==> config.mk <==
export PLATFORM = sky130hd
export DESIGN_NAME = tft_frame_fetch_ctrl
export DESIGN_NICKNAME = d
export VERILOG_FILES = /design/src/rtl/tft_pkg.sv /design/src/rtl/tft_frame_fetch_ctrl.sv
export SDC_FILE = /design/constraint.sdc
export NUM_CORES = 1
export LEC_CHECK = 0
export ABC_AREA = 1
export CAP_MARGIN = 0
export CORE_MARGIN = 2
export CORE_UTILIZATION = 45
export CTS_CLUSTER_DIAMETER = 150
export DETAILED_ROUTE_END_ITERATION = 8
export PLACE_DENSITY = 0.64
export SLEW_MARGIN = 30
export SYNTH_ARGS = -nofsm -noshare
export SYNTH_HDL_FRONTEND = slang
export SYNTH_SLANG_ARGS = --single-unit
==> constraint.sdc <==
create_clock -name Clk33M -period 8.5 [get_ports Clk33M]
set_clock_uncertainty 0.05 [all_clocks]
set_input_delay 2.125 -clock Clk33M [delete_from_list [all_inputs] [get_ports Clk33M]]
set_output_delay 2.125 -clock Clk33M [all_outputs]
set_load 0.005 [all_outputs]
==> src/rtl/tft_pkg.sv <==
// Shared TFT display constants and the fetch-FSM state encoding.
// Latency: n/a (constants only).
// Backpressure: n/a.
package tft_pkg;

    // Active area, also used by the TFT timing generator
    localparam int H_ACTIVE   = 800;
    localparam int V_ACTIVE   = 480;

    // Pixel FIFO capacity and default burst size, in 16-bit words
    localparam int FIFO_DEPTH = 1024;
    localparam int BURST_LEN  = 64;

    // Fetch FSM encoding
    localparam logic [2:0] ST_IDLE  = 3'd0;
    localparam logic [2:0] ST_CLEAR = 3'd1;
    localparam logic [2:0] ST_FILL  = 3'd2;
    localparam logic [2:0] ST_REQ   = 3'd3;
    localparam logic [2:0] ST_WAIT  = 3'd4;
    localparam logic [2:0] ST_DONE  = 3'd5;

    typedef enum logic [2:0] {
        S_IDLE  = ST_IDLE,
        S_CLEAR = ST_CLEAR,
        S_FILL  = ST_FILL,
        S_REQ   = ST_REQ,
        S_WAIT  = ST_WAIT,
        S_DONE  = ST_DONE
    } fetch_state_t;

endpackage

==> src/rtl/tft_frame_fetch_ctrl.sv <==
// Frame-buffer read scheduler: clears the pixel FIFO per frame, then issues bursts to keep it topped up.
// Latency: 2 clear cycles, one space-check cycle, then rd_req; freed FIFO space -> rd_req next cycle.
// Backpressure: rd_req held until rd_ack; one burst outstanding; no request unless the whole burst fits.
module tft_frame_fetch_ctrl
    import tft_pkg::*;
#(
    parameter int              H_ACTIVE   = tft_pkg::H_ACTIVE,
    parameter int              V_ACTIVE   = tft_pkg::V_ACTIVE,
    parameter int              BURST_LEN  = tft_pkg::BURST_LEN,
    parameter int              FIFO_DEPTH = tft_pkg::FIFO_DEPTH,
    parameter int              ADDR_W     = 24,
    parameter logic [ADDR_W-1:0] BASE_ADDR = '0
) (
    input  logic              Clk33M,
    input  logic              Rst_n,
    input  logic              en,
    input  logic              frame_start,
    input  logic [10:0]       fifo_usedw,
    input  logic              fifo_empty,
    input  logic              pix_rd,
    output logic              rd_req,
    output logic [ADDR_W-1:0] rd_addr,
    output logic [6:0]        rd_len,
    input  logic              rd_ack,
    input  logic              rd_done,
    output logic              fifo_clr,
    output logic              busy,
    output logic              frame_late,
    output logic              underflow
);

    localparam logic [18:0] TOTAL_WORDS = 19'(H_ACTIVE * V_ACTIVE);

    fetch_state_t state, state_nxt;
    logic         clr_cnt;        // 0 on the first clear cycle, 1 on the second
    logic [18:0]  words_left;
    logic         resync_pending; // frame_start seen while a handshake was in flight
    logic         clear_load;     // entering (or restarting) CLEAR this cycle
    logic [6:0]   len_nxt;
    logic         space_ok;
    logic [18:0]  len_sub;

    // Next burst size and whether the whole burst fits in the FIFO (12-bit compare, no overflow)
    always_comb begin
        len_nxt  = (words_left < 19'(BURST_LEN)) ? words_left[6:0] : 7'(BURST_LEN);
        space_ok = ({1'b0, fifo_usedw} + {5'b0, len_nxt}) <= 12'(FIFO_DEPTH);
        len_sub  = (19'(rd_len) > words_left) ? words_left : 19'(rd_len);
    end

    // Fetch FSM state register
    always_ff @(posedge Clk33M or negedge Rst_n) begin
        if (!Rst_n) state <= S_IDLE;
        else        state <= state_nxt;
    end

    // Fetch FSM next-state logic; clear_load marks every entry into CLEAR
    always_comb begin
        state_nxt  = state;
        clear_load = 1'b0;
        case (state)
            S_IDLE: begin
                if (frame_start && en) begin
                    state_nxt  = S_CLEAR;
                    clear_load = 1'b1;
                end
            end
            S_CLEAR: begin
                if (frame_start) begin
                    state_nxt  = S_CLEAR;
                    clear_load = 1'b1;
                end else if (clr_cnt) begin
                    state_nxt  = S_FILL;
                end
            end
            S_FILL: begin
                if (frame_start) begin
                    state_nxt  = S_CLEAR;
                    clear_load = 1'b1;
                end else if (!en) begin
                    state_nxt  = S_IDLE;
                end else if (words_left == '0) begin
                    state_nxt  = S_DONE;
                end else if (space_ok) begin
                    state_nxt  = S_REQ;
                end
            end
            // A request is never withdrawn: en and frame_start cannot leave REQ
            S_REQ: begin
                if (rd_ack) state_nxt = S_WAIT;
            end
            S_WAIT: begin
                if (rd_done) begin
                    if (resync_pending || frame_start) begin
                        state_nxt  = S_CLEAR;
                        clear_load = 1'b1;
                    end else begin
                        state_nxt  = S_FILL;
                    end
                end
            end
            S_DONE: begin
                if (frame_start && en) begin
                    state_nxt  = S_CLEAR;
                    clear_load = 1'b1;
                end else if (!en) begin
                    state_nxt  = S_IDLE;
                end
            end
            default: state_nxt = S_IDLE;
        endcase
    end

    // Address, remaining-word count, burst length and clear-cycle counter
    always_ff @(posedge Clk33M or negedge Rst_n) begin
        if (!Rst_n) begin
            rd_addr        <= BASE_ADDR;
            rd_len         <= '0;
            words_left     <= '0;
            clr_cnt        <= 1'b0;
            resync_pending <= 1'b0;
        end else if (clear_load) begin
            rd_addr        <= BASE_ADDR;
            words_left     <= TOTAL_WORDS;
            clr_cnt        <= 1'b0;
            resync_pending <= 1'b0;
        end else begin
            if (state == S_CLEAR) clr_cnt <= 1'b1;
            if (state == S_FILL && state_nxt == S_REQ) rd_len <= len_nxt;
            if ((state == S_REQ || state == S_WAIT) && frame_start) resync_pending <= 1'b1;
            if (state == S_WAIT && rd_done) begin
                rd_addr    <= rd_addr + ADDR_W'(rd_len);
                words_left <= words_left - len_sub;
            end
        end
    end

    // Sticky error flags, cleared only by reset
    always_ff @(posedge Clk33M or negedge Rst_n) begin
        if (!Rst_n) begin
            frame_late <= 1'b0;
            underflow  <= 1'b0;
        end else begin
            if (frame_start && busy)  frame_late <= 1'b1;
            if (pix_rd && fifo_empty) underflow  <= 1'b1;
        end
    end

    // Outputs decoded from the state register
    always_comb begin
        rd_req   = (state == S_REQ);
        fifo_clr = (state == S_CLEAR);
        busy     = (state == S_CLEAR) || (state == S_FILL) ||
                   (state == S_REQ)   || (state == S_WAIT);
    end

endmodule

; Word-level counts from Yosys, hierarchy flattened
; Index checks and enable logic that the tools add are counted.
[word_totals]
reg_bits = 57
elab_cells = 68
in_bits = 19
[classes]
n_bitwise = 1
order_cmp = 3
n_mux = 28
n_reduce_logical = 19
add_sub_neg = 3
n_eq_ne = 6
[ops]
columns = op, count
row1 = two-way mux 19 bit, 3
row2 = two-way mux 24 bit, 2
row3 = two-way mux 3 bit, 11
row4 = adder 24 x 7 -> 24 bit, 1
row5 = greater-than comparator 7 x 19 -> 1 bit, 1
row6 = logical NOT 19 bit, 1
row7 = "< comparator 19 x 7 -> 1 bit, second input constant", 1
row8 = subtractor 19 bit, 1
row9 = case mux 3 bit (6 select lines), 1
row10 = adder 11 x 7 -> 12 bit, 1
row11 = "<= comparator 12 x 11 -> 1 bit, second input constant", 1
row12 = "== test 3 x 2 -> 1 bit, second input constant", 3
row13 = two-way mux 1 bit, 8
row14 = two-way mux 7 bit, 1
row15 = "== test 3 bit, second input constant", 2
row16 = logical AND 1 bit, 6
row17 = nonzero test 2 bit, 3
row18 = logical OR 1 bit, 5
row19 = OR reduction 2 bit, 2
row20 = "== test 3 x 1 -> 1 bit, second input constant", 1
row21 = logical NOT 3 bit, 1
row22 = case mux 1 bit (3 select lines), 1
row23 = two-way mux 2 bit, 1
row24 = AND reduction 2 bit, 1
row25 = inverter 1 bit, 1

; Longest topological paths before layout
[depth]
depth_word = 12
mapped_depth = 23
depth_no_buf = 23

; Least setup slack after synthesis
; No wires, ideal clock.
[synth_timing]
path_kind = in2reg
from = in fifo_usedw[0]
to = reg rd_len[6]
required_time_ns = 8.332
stages = 16
arrival_time_ns = 3.875
setup_ns = 0.118
path_slack_ns = 4.457
path_cell_list = ha_1 fa_1 nand2_1 nand3_1 nand3_1 nand2_1 nand3_1 nand3_1 nor2_1 nand2_1 nand3_1 nand2_1 nand2_2 nand3_2 nand2_1 nand2_1
[synth_between]
elab_chain_cells = 10
[synth_lines]
columns = element, line_no
row1 = "start, declared", tft_frame_fetch_ctrl.sv:18  ; input logic [10:0] fifo_usedw,
row2 = adder 11 x 7 -> 12 bit, tft_frame_fetch_ctrl.sv:46  ; space_ok = ({1'b0, fifo_usedw} + {5'b0, len_nxt}) <= 12'(FIFO_DEPTH);
row3 = <= comparator 12 x 11 -> 1 bit, tft_frame_fetch_ctrl.sv:46
row4 = two-way mux 3 bit, tft_frame_fetch_ctrl.sv:83  ; end else if (space_ok) begin
row5 = two-way mux 3 bit, tft_frame_fetch_ctrl.sv:81  ; end else if (words_left == '0) begin
row6 = two-way mux 3 bit, tft_frame_fetch_ctrl.sv:79  ; end else if (!en) begin
row7 = two-way mux 3 bit, tft_frame_fetch_ctrl.sv:76  ; if (frame_start) begin
row8 = case mux 3 bit (6 select lines), tft_frame_fetch_ctrl.sv:60  ; case (state)
row9 = via state_nxt[0], tft_frame_fetch_ctrl.sv:34  ; fetch_state_t state, state_nxt;
row10 = == test 3 x 2 -> 1 bit, tft_frame_fetch_ctrl.sv:128  ; if (state == S_FILL && state_nxt == S_REQ) rd_len <= len_nxt;
row11 = logical AND 1 bit, tft_frame_fetch_ctrl.sv:128
row12 = AND reduction 2 bit (no line), --
row13 = "end signal, assigned", tft_frame_fetch_ctrl.sv:128
row14 = "end, declared", tft_frame_fetch_ctrl.sv:23  ; output logic [6:0] rd_len,
; The timed path passes the listed nets, and every way through them passes these cells.
; A chain may end at the register's enable or synchronous reset.

; Worst setup path after layout
[layout_timing]
from = in frame_start
to = reg rd_len[6]
[layout_between]
elab_chain_cells = 7
elab_cells_between_ends = 18
[layout_lines]
columns = element, line_no
row1 = "start, declared", tft_frame_fetch_ctrl.sv:17  ; input logic frame_start,
row2 = logical OR 1 bit, tft_frame_fetch_ctrl.sv:93  ; if (resync_pending || frame_start) begin
row3 = two-way mux 2 bit, tft_frame_fetch_ctrl.sv:93
row4 = two-way mux 3 bit, tft_frame_fetch_ctrl.sv:92  ; if (rd_done) begin
row5 = case mux 3 bit (6 select lines) (*), tft_frame_fetch_ctrl.sv:60
row6 = via state_nxt[1], tft_frame_fetch_ctrl.sv:34
row7 = == test 3 x 2 -> 1 bit (*), tft_frame_fetch_ctrl.sv:128
row8 = logical AND 1 bit (*), tft_frame_fetch_ctrl.sv:128
row9 = AND reduction 2 bit (no line) (*), --
; The timed path passes the listed nets; every way through them passes the cells marked *.

==> impl_metrics.json <==
{
  "die_width_um": 103,
  "fin_crit_ns": 4.44,
  "muxShareOfSynthArea_pct": 0,
  "clk_latency_ns": 0.34,
  "cts-root-buf": "clkbuf_8",
  "synth_compound_area_share_pct": 13.6,
  "gp_congestion": 0.900,
  "synthSimpleGateAreaFrac_pct": 32.0,
  "p_sw_uw": 592,
  "port_buffers": 54,
  "pwr-share-seq_pct": 30.5,
  "core_area_um2": 9640,
  "clkPwrFrac_pct": 19.6,
  "relSlewSlack_pct": 50.6,
  "cp_cell_sequence": "clkdlybuf4s50_1, inv_1, nor2_1, nor3_2, nand2_4, inv_4, nand2_8, nand2_2, nand3_4, nand3_2, nand2_1, nand2_1",
  "cp.arrival_ns": 4.67,
  "grtUsageMet2_pct": 39.7,
  "nets": 714,
  "endpoint_kind": "flip-flop",
  "insertedDiodeCount": 0,
  "worstSetupPathType": "input pin to flip-flop",
  "wl_per_cell_um": 13.9,
  "worst_pin_slew_ns": 0.741,
  "gr-usage-met3_pct": 2.71,
  "p_comb_share_pct": 49.9,
  "io_pins": 55,
  "antenna_found_initial": 0,
  "worstPathMaxFanout": 24,
  "setup_viol": 0,
  "via_count": 4206,
  "gr-max-usage-layer": "met2",
  "grtUsageTotal_pct": 22.8,
  "routed_wl_um": 11100,
  "layout_common_cells": "nand2_1, inv_1, nor2_1",
  "dieArea_um2": 10600,
  "seq_area_frac_synth_pct": 32.4,
  "p_leak_uw": 0.00244,
  "hold_class": "flip-flop to flip-flop",
  "cts_setup_buffers": 0,
  "crit_slowest_cell": "clkdlybuf4s50_1",
  "first_iter_violations": 171,
  "gr-usage-met1_pct": 29.4,
  "place_ws_ns": 3.69,
  "worst_slack_ns": 4.06,
  "clk_pin_slew_ns": 0.06,
  "fin_cells": 801,
  "fin_crit_sh_pct": 52.2,
  "grt_pass1_wl_um": 18900,
  "setup-tns-final_ns": 0,
  "synth_xor_area_share_pct": 4.18,
  "cts_tree": "done",
  "ctsResizeCount": 0,
  "viasPerCell": 5.25,
  "drv_cap": 0,
  "overflow": 0,
  "cell_internal_pwr_uw": 726,
  "maxSlewViolCount": 0,
  "synthAdderAreaFrac_pct": 9.33,
  "clockBufferDepth": 2,
  "hold_depth": 1,
  "start_kind": "input pin",
  "synthFlopType": "dfrtp_1",
  "drtPass1Iterations": 4,
  "status": "complete, no violations",
  "max_stage_delay_ns": 0.53,
  "synth-edff-count": 0,
  "final_hold_viol_count": 0,
  "hpwl_um": 8680,
  "finish.utilization_pct": 54.5,
  "rsz0062_at_grt": "false",
  "netlist_area_um2": 4400,
  "rows": 36,
  "fill_cells": 953,
  "final_common_cell": "nand2_1",
  "grt_max_degree": 58,
  "synth_top_family_by_area": "simple AND/OR/NAND/NOR gates",
  "ys_ff_latch": 57,
  "fmax_mhz": 225,
  "syn_inst": 605,
  "cp_common_cell": "nand2_1",
  "h-tree-depth": 3,
  "ys_warn_count": 0,
  "postSynthAreaPerCell_um2": 7.27,
  "syn_nets": 655,
  "postRouteAntennaNets": 0,
  "r2r_cells": 18,
  "peakVddDrop_v": 0.0000991,
  "drc": 0,
  "synthToLayoutAreaGrowth_pct": 19.6,
  "switching_share_pct": 44.9,
  "cts.sink_count": 57,
  "layout-drive-gt1-share_pct": 6.74,
  "worstPathRequired_ns": 8.73,
  "initial_core_util_pct": 45.6,
  "synth_cell_type_count": 47,
  "synthArstFlopShare_pct": 100,
  "p_per_area_nw_per_um2": 251,
  "placed_cells": 786,
  "grt_pass1_vias": 4070,
  "ctsHoldBuffers": 0,
  "cts_buffers": 9,
  "die_height_um": 103
}
logic make-up (layout without fill, tap and decap cells):
| family | count (synthesis) | in the layout |
|---|---|---|
| and+or+nand+nor | 301 | 301 |
| DFF | 57 | 57 |
| buffers and inverters | 93 | 156 |
| adders and majority gates | 31 | 31 |
| xor gates and xnor gates | 21 | 21 |
| AOI/OAI and AO/OA | 102 | 102 |
power by group through the flow:
| stage | clock network (uW) | logic (uW) | registers [uW] |
|---|---|---|---|
| floorplan | 0 | 487 | 390 |
| global placement | 0 | 641 | 407 |
| detailed placement | 0 | 657 | 408 |
| CTS | 262 | 660 | 403 |
| global route | 276 | 741 | 413 |
| finish | 258 | 658 | 402 |
path summary, 6_finish.rpt:
check,startpoint,end,slack (ns)
hold / removal,frame_late,frame_late,0.40
min in group asynchronous,Rst_n,words_left[12],1.86
setup / recovery,frame_start,rd_len[6],4.06
setup reg to reg,rd_len[4],words_left[14],4.75
max in group asynchronous,Rst_n,frame_late,6.02
hold reg to reg,frame_late,frame_late,0.40
metal layers:
layer  share of wire (%)  wire length, um
met5                   0                0
met4                 1.6              176
met3                 3.5              393
met2                  49             5440
met1                  46             5120
registers in the layout, summed over array words and instances, names as in the netlist:
name	count
rd_len	7
words_left	19
state	3
resync_pending	1
frame_late	1
clr_cnt	1
underflow	1
rd_addr	24
stage by stage:
stage | area (um2) | total power (uW) | hold WS [ns]
final | 5260 | 1320 | 0.401
after global routing | 5260 | 1430 | 0.439
after CTS | 5260 | 1320 | 0.406
after detailed placement | 5060 | 1060 | 0.393
after global placement | 5060 | 1050 | 0.387
after floorplan | 4400 | 876 | 0.401
synth_stat cells, drive strengths merged, types with 3 or more instances:
library cell,number,area [um2]
buf,5,37.5
o21bai,3,22.5
nand3,38,213
xor2,13,114
fa,3,60.1
nand4,21,131
a21o,3,22.5
nor4,5,31.3
a22o,3,26.3
nor3,25,135
o31ai,3,22.5
a21oi,30,154
nand2,146,607
inv,86,328
o22ai,8,56.3
dfrtp,57,1430
nor2,62,259
xnor2,8,70.1
ha,28,350
o21ai,43,219
cell type report:
cell class	instances	area [um2]	share of cell area [%]
Multi-Input combinational cell	455	2600	49.4
Sequential cell	57	1430	27.1
Timing Repair Buffer	55	543	10.3
Inverter	86	328	6.24
Tap cell	133	166	3.17
Clock buffer	12	155	2.95
Clock inverter	3	40.0	0.762
critical path: cells and delay by family:
kind                   cells  cell delay, ns
buffers and inverters      3            0.90
AND/OR/NAND/NOR            9            1.65
(Power assumes the default switching activity.)
